**config.mk**
```make
export PLATFORM = sky130hd
export DESIGN_NAME = stage_fetch_queue
export DESIGN_NICKNAME = d
export VERILOG_FILES = /design/src/rtl/stage_fetch_queue.sv
export SDC_FILE = /design/constraint.sdc
export NUM_CORES = 1
export LEC_CHECK = 0
export BUFFER_PORTS_ARGS = -buffer_cell sky130_fd_sc_hd__buf_2
export CAP_MARGIN = 20
export CORE_MARGIN = 1
export CORE_UTILIZATION = 58
export CTS_CLUSTER_SIZE = 16
export DETAILED_ROUTE_END_ITERATION = 16
export PLACE_DENSITY = 0.85
export SYNTH_ARGS = -nofsm -noshare
export SYNTH_HDL_FRONTEND = slang
export SYNTH_SLANG_ARGS = --single-unit
```
**constraint.sdc**
```tcl
create_clock -name clk -period 3.8 [get_ports clk]
set_clock_uncertainty 0.2 [all_clocks]
set_input_delay 0.38 -clock clk [delete_from_list [all_inputs] [get_ports clk]]
set_output_delay 0.38 -clock clk [all_outputs]
set_load 0.02 [all_outputs]
```
**src/rtl/stage_fetch_queue.sv**
```systemverilog
// stage_fetch_queue: credit-based instruction fetch with an in-order queue.
// Redirects flush the queue and drop responses that are still in flight.
module stage_fetch_queue #(
    parameter int          DEPTH    = 4,
    parameter logic [31:0] RESET_PC = 32'h0000_0000
) (
    input  logic        clk,
    input  logic        reset,
    output logic        imem_req_valid,
    output logic [31:0] imem_req_addr,
    input  logic        imem_req_ready,
    input  logic        imem_resp_valid,
    input  logic [31:0] imem_resp_instr,
    input  logic        pcsrc,
    input  logic [31:0] pcbranch,
    input  logic        stall,
    output logic        instr_valid,
    output logic [31:0] instr,
    output logic [31:0] pcplus4
);

    localparam int AW = (DEPTH > 1) ? $clog2(DEPTH) : 1;
    localparam int CW = AW + 1;

    logic [31:0]   r_fetch_pc;
    logic [31:0]   r_resp_pc;
    logic [CW-1:0] r_count;
    logic [CW-1:0] r_outst;
    logic [CW-1:0] r_drop;
    logic [AW-1:0] r_wptr;
    logic [AW-1:0] r_rptr;
    logic [31:0]   r_instr_mem [DEPTH];
    logic [31:0]   r_pc4_mem   [DEPTH];

    logic [CW:0]   w_credit_sum;
    logic          w_credit;
    logic          w_req_fire;
    logic          w_push;
    logic          w_pop;
    logic [31:0]   w_target;
    logic [CW-1:0] w_resp_dec;

    // In-flight requests hold a credit, so the queue cannot overflow
    assign w_credit_sum   = {1'b0, r_count} + {1'b0, r_outst};
    assign w_credit       = (w_credit_sum < (CW+1)'(DEPTH));
    assign imem_req_valid = w_credit && !pcsrc && reset;
    assign imem_req_addr  = r_fetch_pc;
    assign w_req_fire     = imem_req_valid && imem_req_ready;

    assign w_push     = imem_resp_valid && (r_drop == '0) && !pcsrc;
    assign w_pop      = instr_valid && !stall && !pcsrc;
    assign w_target   = {pcbranch[31:2], 2'b00};
    assign w_resp_dec = CW'(imem_resp_valid);

    assign instr_valid = (r_count != '0);
    assign instr       = r_instr_mem[r_rptr];
    assign pcplus4     = r_pc4_mem[r_rptr];

    // Fetch/response PCs, occupancy, credits and drop bookkeeping
    always_ff @(posedge clk or negedge reset) begin
        if (!reset) begin
            r_fetch_pc <= RESET_PC;
            r_resp_pc  <= RESET_PC;
            r_count    <= '0;
            r_outst    <= '0;
            r_drop     <= '0;
            r_wptr     <= '0;
            r_rptr     <= '0;
        end else begin
            r_outst <= r_outst + CW'(w_req_fire) - w_resp_dec;
            if (pcsrc) begin
                r_fetch_pc <= w_target;
                r_resp_pc  <= w_target;
                r_count    <= '0;
                r_drop     <= r_outst - w_resp_dec;
                r_wptr     <= '0;
                r_rptr     <= '0;
            end else begin
                if (w_req_fire) begin
                    r_fetch_pc <= r_fetch_pc + 32'd4;
                end
                if (imem_resp_valid && (r_drop != '0)) begin
                    r_drop <= r_drop - 1'b1;
                end
                if (w_push) begin
                    r_resp_pc <= r_resp_pc + 32'd4;
                    r_wptr    <= r_wptr + 1'b1;
                end
                if (w_pop) begin
                    r_rptr <= r_rptr + 1'b1;
                end
                r_count <= r_count + CW'(w_push) - CW'(w_pop);
            end
        end
    end

    // Queue storage; contents are only meaningful while counted
    always_ff @(posedge clk) begin
        if (w_push) begin
            r_instr_mem[r_wptr] <= imem_resp_instr;
            r_pc4_mem[r_wptr]   <= r_resp_pc + 32'd4;
        end
    end

endmodule

```
* After elaboration in Yosys (flattened, before gate mapping) *
Memory sizes are Yosys's and may differ from the RTL's.
Cells that the tools add are included.

word-level totals
  register bits after elaboration = 77
  memories = 2
  logic and storage cells = 51
  memory bits (writable) = 256

memory list
  memory       depth  bits a word  read ports  clocked after Yosys merged registers in  wr ports  line  RTL
  r_instr_mem  4      32           1           0                                        1         32    logic [31:0] r_instr_mem [DEPTH];
  r_pc4_mem    4      32           1           0                                        1         33    logic [31:0] r_pc4_mem [DEPTH];

operators by class
  reduce and logical (&&, ||, !) cells = 17
  $add $sub $neg = 11
  magnitude comparators = 1
  mux-type cells = 13

operator list
  operator               number
  $mux 32                4
  $add 32x3->32 const B  2
  $mux 3                 3
  $sub 3x1->3            3
  $logic_and 1x1->1      8
  $mux 2                 4
  $reduce_bool 2->1      4
  $add 3x1->3            2
  $reduce_bool 3->1      2
  $add 2x1->2 const B    2
  $add 3x3->4            1
  $lt 4x3->1 const B     1
  $logic_not 3->1        1
  $sub 3x1->3 const B    1
  $logic_not 1->1        2
  $mux 1                 2

* Logic depth before layout (Yosys ltp) *
  depth in word-level cells = 7
  mapped depth = 13
  mapped depth without buffers = 12

* Worst setup path after synthesis *
Ideal clock, no wire load.

  path type = register to register
  start = register r_drop[0]
  end = memory r_instr_mem[0][0], enable pin
  clock period less this slack = 3.457 ns
  data arrival time = 2.830 ns
  slack = 0.343 ns
  stages on the path, launching flop included = 7
  cell sequence = dfrtp_1 -> inv_1 -> ha_1 -> and3b_1 -> buf_2 -> buf_1 -> and3_1

on the way
  cells in the longest elaborated chain, start to end = 5

RTL lines
  element                         line  RTL
  start, declared                 29    logic [CW-1:0] r_drop;
  start signal, assigned          75    r_drop <= r_outst - w_resp_dec;
  start signal, assigned          83    r_drop <= r_drop - 1'b1;
  $logic_not 3->1                 50    assign w_push = imem_resp_valid && (r_drop == '0) && !pcsrc;
  $logic_and 1x1->1 (2 in a row)  50
  $mux 1                          99    if (w_push) begin
  $mux 1 (implied by the code)    100   r_instr_mem[r_wptr] <= imem_resp_instr;
  end, declared                   32

No other way between the ends.

* Worst setup path after layout *
  start = register r_rptr[0]
  end = output instr[2]

on the way
  cells in the longest elaborated chain, start to end = 1

RTL lines
  element                 line  RTL
  start, declared         31    logic [AW-1:0] r_rptr;
  start signal, assigned  90    r_rptr <= r_rptr + 1'b1;
  $mem_v2 4x32            n/a
  end, declared           18    output logic [31:0] instr,

No other way between the ends.

==> reports/qor.txt <==
Critical Path AT -> 2.42 ns
Tightest Pin Transition -> 0.913 ns
Clk buf depth -> 3
Router iterations before antenna repair -> 5
Slew Limit Fails -> 0
Antenna violations before repair -> 0
I/O Buffers -> 161
Rows -> 55
Final Instance Count excl. Fillers -> 1429
Commonest non-fill, non-tap cells in the layout -> 248 x edfxtp_1, 161 x buf_2, 71 x dfrtp_1
First-pass GRT wire length -> 44900 um
Placed Instances -> 1309
Share of post-route cells with drive strength above 1 -> 29.0%
Dpl hpwl -> 17300 um
Die X -> 156 um
Hold Vio Cnt, Final -> 0
FF+latch count, synth -> 321
Synth unique cells -> 55
DRC viols -> 0
Overall Power -> 9.27 mW
Post-CTS resize count -> 0
Clk slew on worst S/H paths -> 0.06 ns
Number of global-route vias before repair -> 8386
Setup CP Type -> register to output pin
Min-delay src -> pcbranch[13]
Diodes inserted -> 0
Synth async-reset ratio -> 22.7%
R2r setup slk -> 1.08 ns
RePlAce Congestion -> 0.924
CTS tree -> built
PwrDens -> 559 nW/um^2
Rel. slew slack -> 39.1%
Sequential-to-total area share from yosys stat -> 67.5%
DR vias/cell -> 5.83
Via total after detailed routing -> 8331
Fmax -> 333 MHz
Clock Sinks -> 321
Worst setup SP type -> register
Starting Density -> 59.9%
RSZ-0062 raised after global routing -> false
Post-DP Area -> 14900 um^2
Main flop type after synthesis -> edfxtp_1
Final setup viols -> 0
Commonest non-fill, non-tap cell in the layout -> edfxtp_1
DR iter-0 viols -> 635
Setup crit start -> r_rptr[0]$_DFFE_PN0P_
Largest net degree at the start of global routing -> 74
Min Tclk post-route -> 3.00 ns
Synth warnings -> 0
Synth Cell Area -> 13700 um^2
Skew-Pair Late Insertion Delay -> 0.55 ns
Fill cell count -> 1422
Total GRT Usage -> 24.0%
Worst R2R Start -> r_outst[2]$_DFF_PN0_
Post-synth EDFFs -> 248
Tcrit/Tclk final -> 78.9%
Routed len/inst -> 19.7 um
Die area -> 24300 um^2
Die Height -> 156 um
Nets@finish -> 1180
Clock Tree Root -> clkbuf_16
Peak supply drop -> 309 uV
Hold/Removal Path Class -> primary input to register
Hold Crit Depth -> 3
Cell count after synthesis -> 864
Hold endpoint -> imem_req_addr[13]$_DFFE_PN0P_
Io pins -> 168
DRT Wirelength -> 28200 um
Reg area -> 9280 um^2
P&R area growth vs syn -> 20.6%
R2R Path End -> imem_req_addr[9]$_DFFE_PN0P_
Design Area, Final -> 16600 um^2
Max-Cap Viols -> 0
H-tree depth -> 1
Routed Antenna Nets -> 0
CTS Buf Count -> 31
Area occupied by multi-input gates -> 4150 um^2
GRT overflow -> 0
Worst Path Required -> 3.22 ns
Core area -> 22900 um^2
Leak -> 5.96 nW
Crit-path max FO -> 27
Crit end category -> output pin
Total negative slack -> 0 ns
Cells on worst reg2reg path -> 9
Status -> complete, no violations
Avg Synthesized Cell Area -> 15.9 um^2
[critical path, cell delays in order, from the launching register on]
cell	delay [ns]
dfrtp_4	0.77
buf_4	0.35
mux4_2	0.55
buf_2	0.18
[metrics by stage]
| step | utilization (%) | hold WS (ns) | worst slack [ns] |
|---|---|---|---|
| 2_1_floorplan | - | -0.116 | 0.343 |
| 3_3_place_gp | 65.2 | 0.314 | 1.17 |
| 3_5_place_dp | 65.2 | 0.330 | 1.12 |
| 4_1_cts | 72.3 | 0.00134 | 0.717 |
| 5_1_grt | 72.3 | 0.0172 | 0.639 |
| 6_report | 72.3 | 0.0236 | 0.800 |
[final cells by class]
class | instances | share of cell area [%]
tap | 313 | 2.36
clock inverter | 14 | 0.710
inverter | 23 | 0.521
timing repair buffer | 243 | 10.1
sequential | 321 | 56.0
clock buffer | 43 | 5.31
multi-input combinational | 472 | 25.0
[timing repair]
item	4_1_cts	5_1_grt
buffers inserted	0	0
endpoints found under the hold margin	260	0
hold buffers	63	0
[sequential cells by signal, summed over array words and instances, names as in the netlist]
signal	flops
imem_req_addr	30
r_count	3
r_drop	3
r_instr_mem	128
r_outst	3
r_pc4_mem	120
r_resp_pc	30
r_rptr	2
r_wptr	2
[cells by family after synthesis]
logic type               count (synthesis)  share of synthesized area, %
XOR/XNOR                                74                          4.72
other                                    1                        0.0273
multiplexers                            76                          11.3
flip-flops                             321                          67.5
AND/OR/NAND/NOR                        225                          8.91
adder cells (fa/ha/maj)                 18                          1.75
AO/OA/AOI/OAI                           75                          3.36
buffers and inverters                   74                          2.41
[worst max-delay path by stage]
stage | end | slack (ns) | cells after the start
after floorplan | r_instr_mem[0][0]$_DFFE_PP_ | 0.34 | 6
after global placement | r_outst[2]$_DFF_PN0_ | 1.17 | 10
after detailed placement | r_outst[2]$_DFF_PN0_ | 1.12 | 10
after CTS | instr[2] | 0.72 | 3
after global routing | pcplus4[14] | 0.64 | 3
final | instr[2] | 0.80 | 3
[metal layers]
| layer | vias up | GRT usage (%) | share of wire (%) |
|---|---|---|---|
| li1 | 3760 | - | - |
| met1 | 4122 | 32.8 | 41 |
| met2 | 417 | 40.4 | 49 |
| met3 | 32 | 3.75 | 8.5 |
| met4 | 0 | 6.30 | 1.5 |
| met5 | - | 0 | 0 |
[synthesized netlist by cell type (all sizes together), types with 13 or more instances]
master	number	share of area [%]
nand3	39	1.6
clkbuf	19	0.52
dfrtp	73	13
mux4	62	10
a21oi	13	0.47
xor2	34	2.2
nor3	15	0.55
inv	23	0.63
o21ai	30	1.1
buf	32	1.3
nand4	28	1.3
nand2	53	1.4
edfxtp	248	54
nor2	39	1.1
xnor2	40	2.6
mux2	14	1.1
ha	16	1.5
[report_power, final]
| group | switching [mW] | total, mW | internal [mW] |
|---|---|---|---|
| Clock | 1.24 | 2.98 | 1.74 |
| Combinational | 1.10 | 2.00 | 0.903 |
| Sequential | 0.268 | 4.29 | 4.02 |
| Total | 2.60 | 9.27 | 6.66 |
No activity file was read; power rests on OpenSTA's default activity.
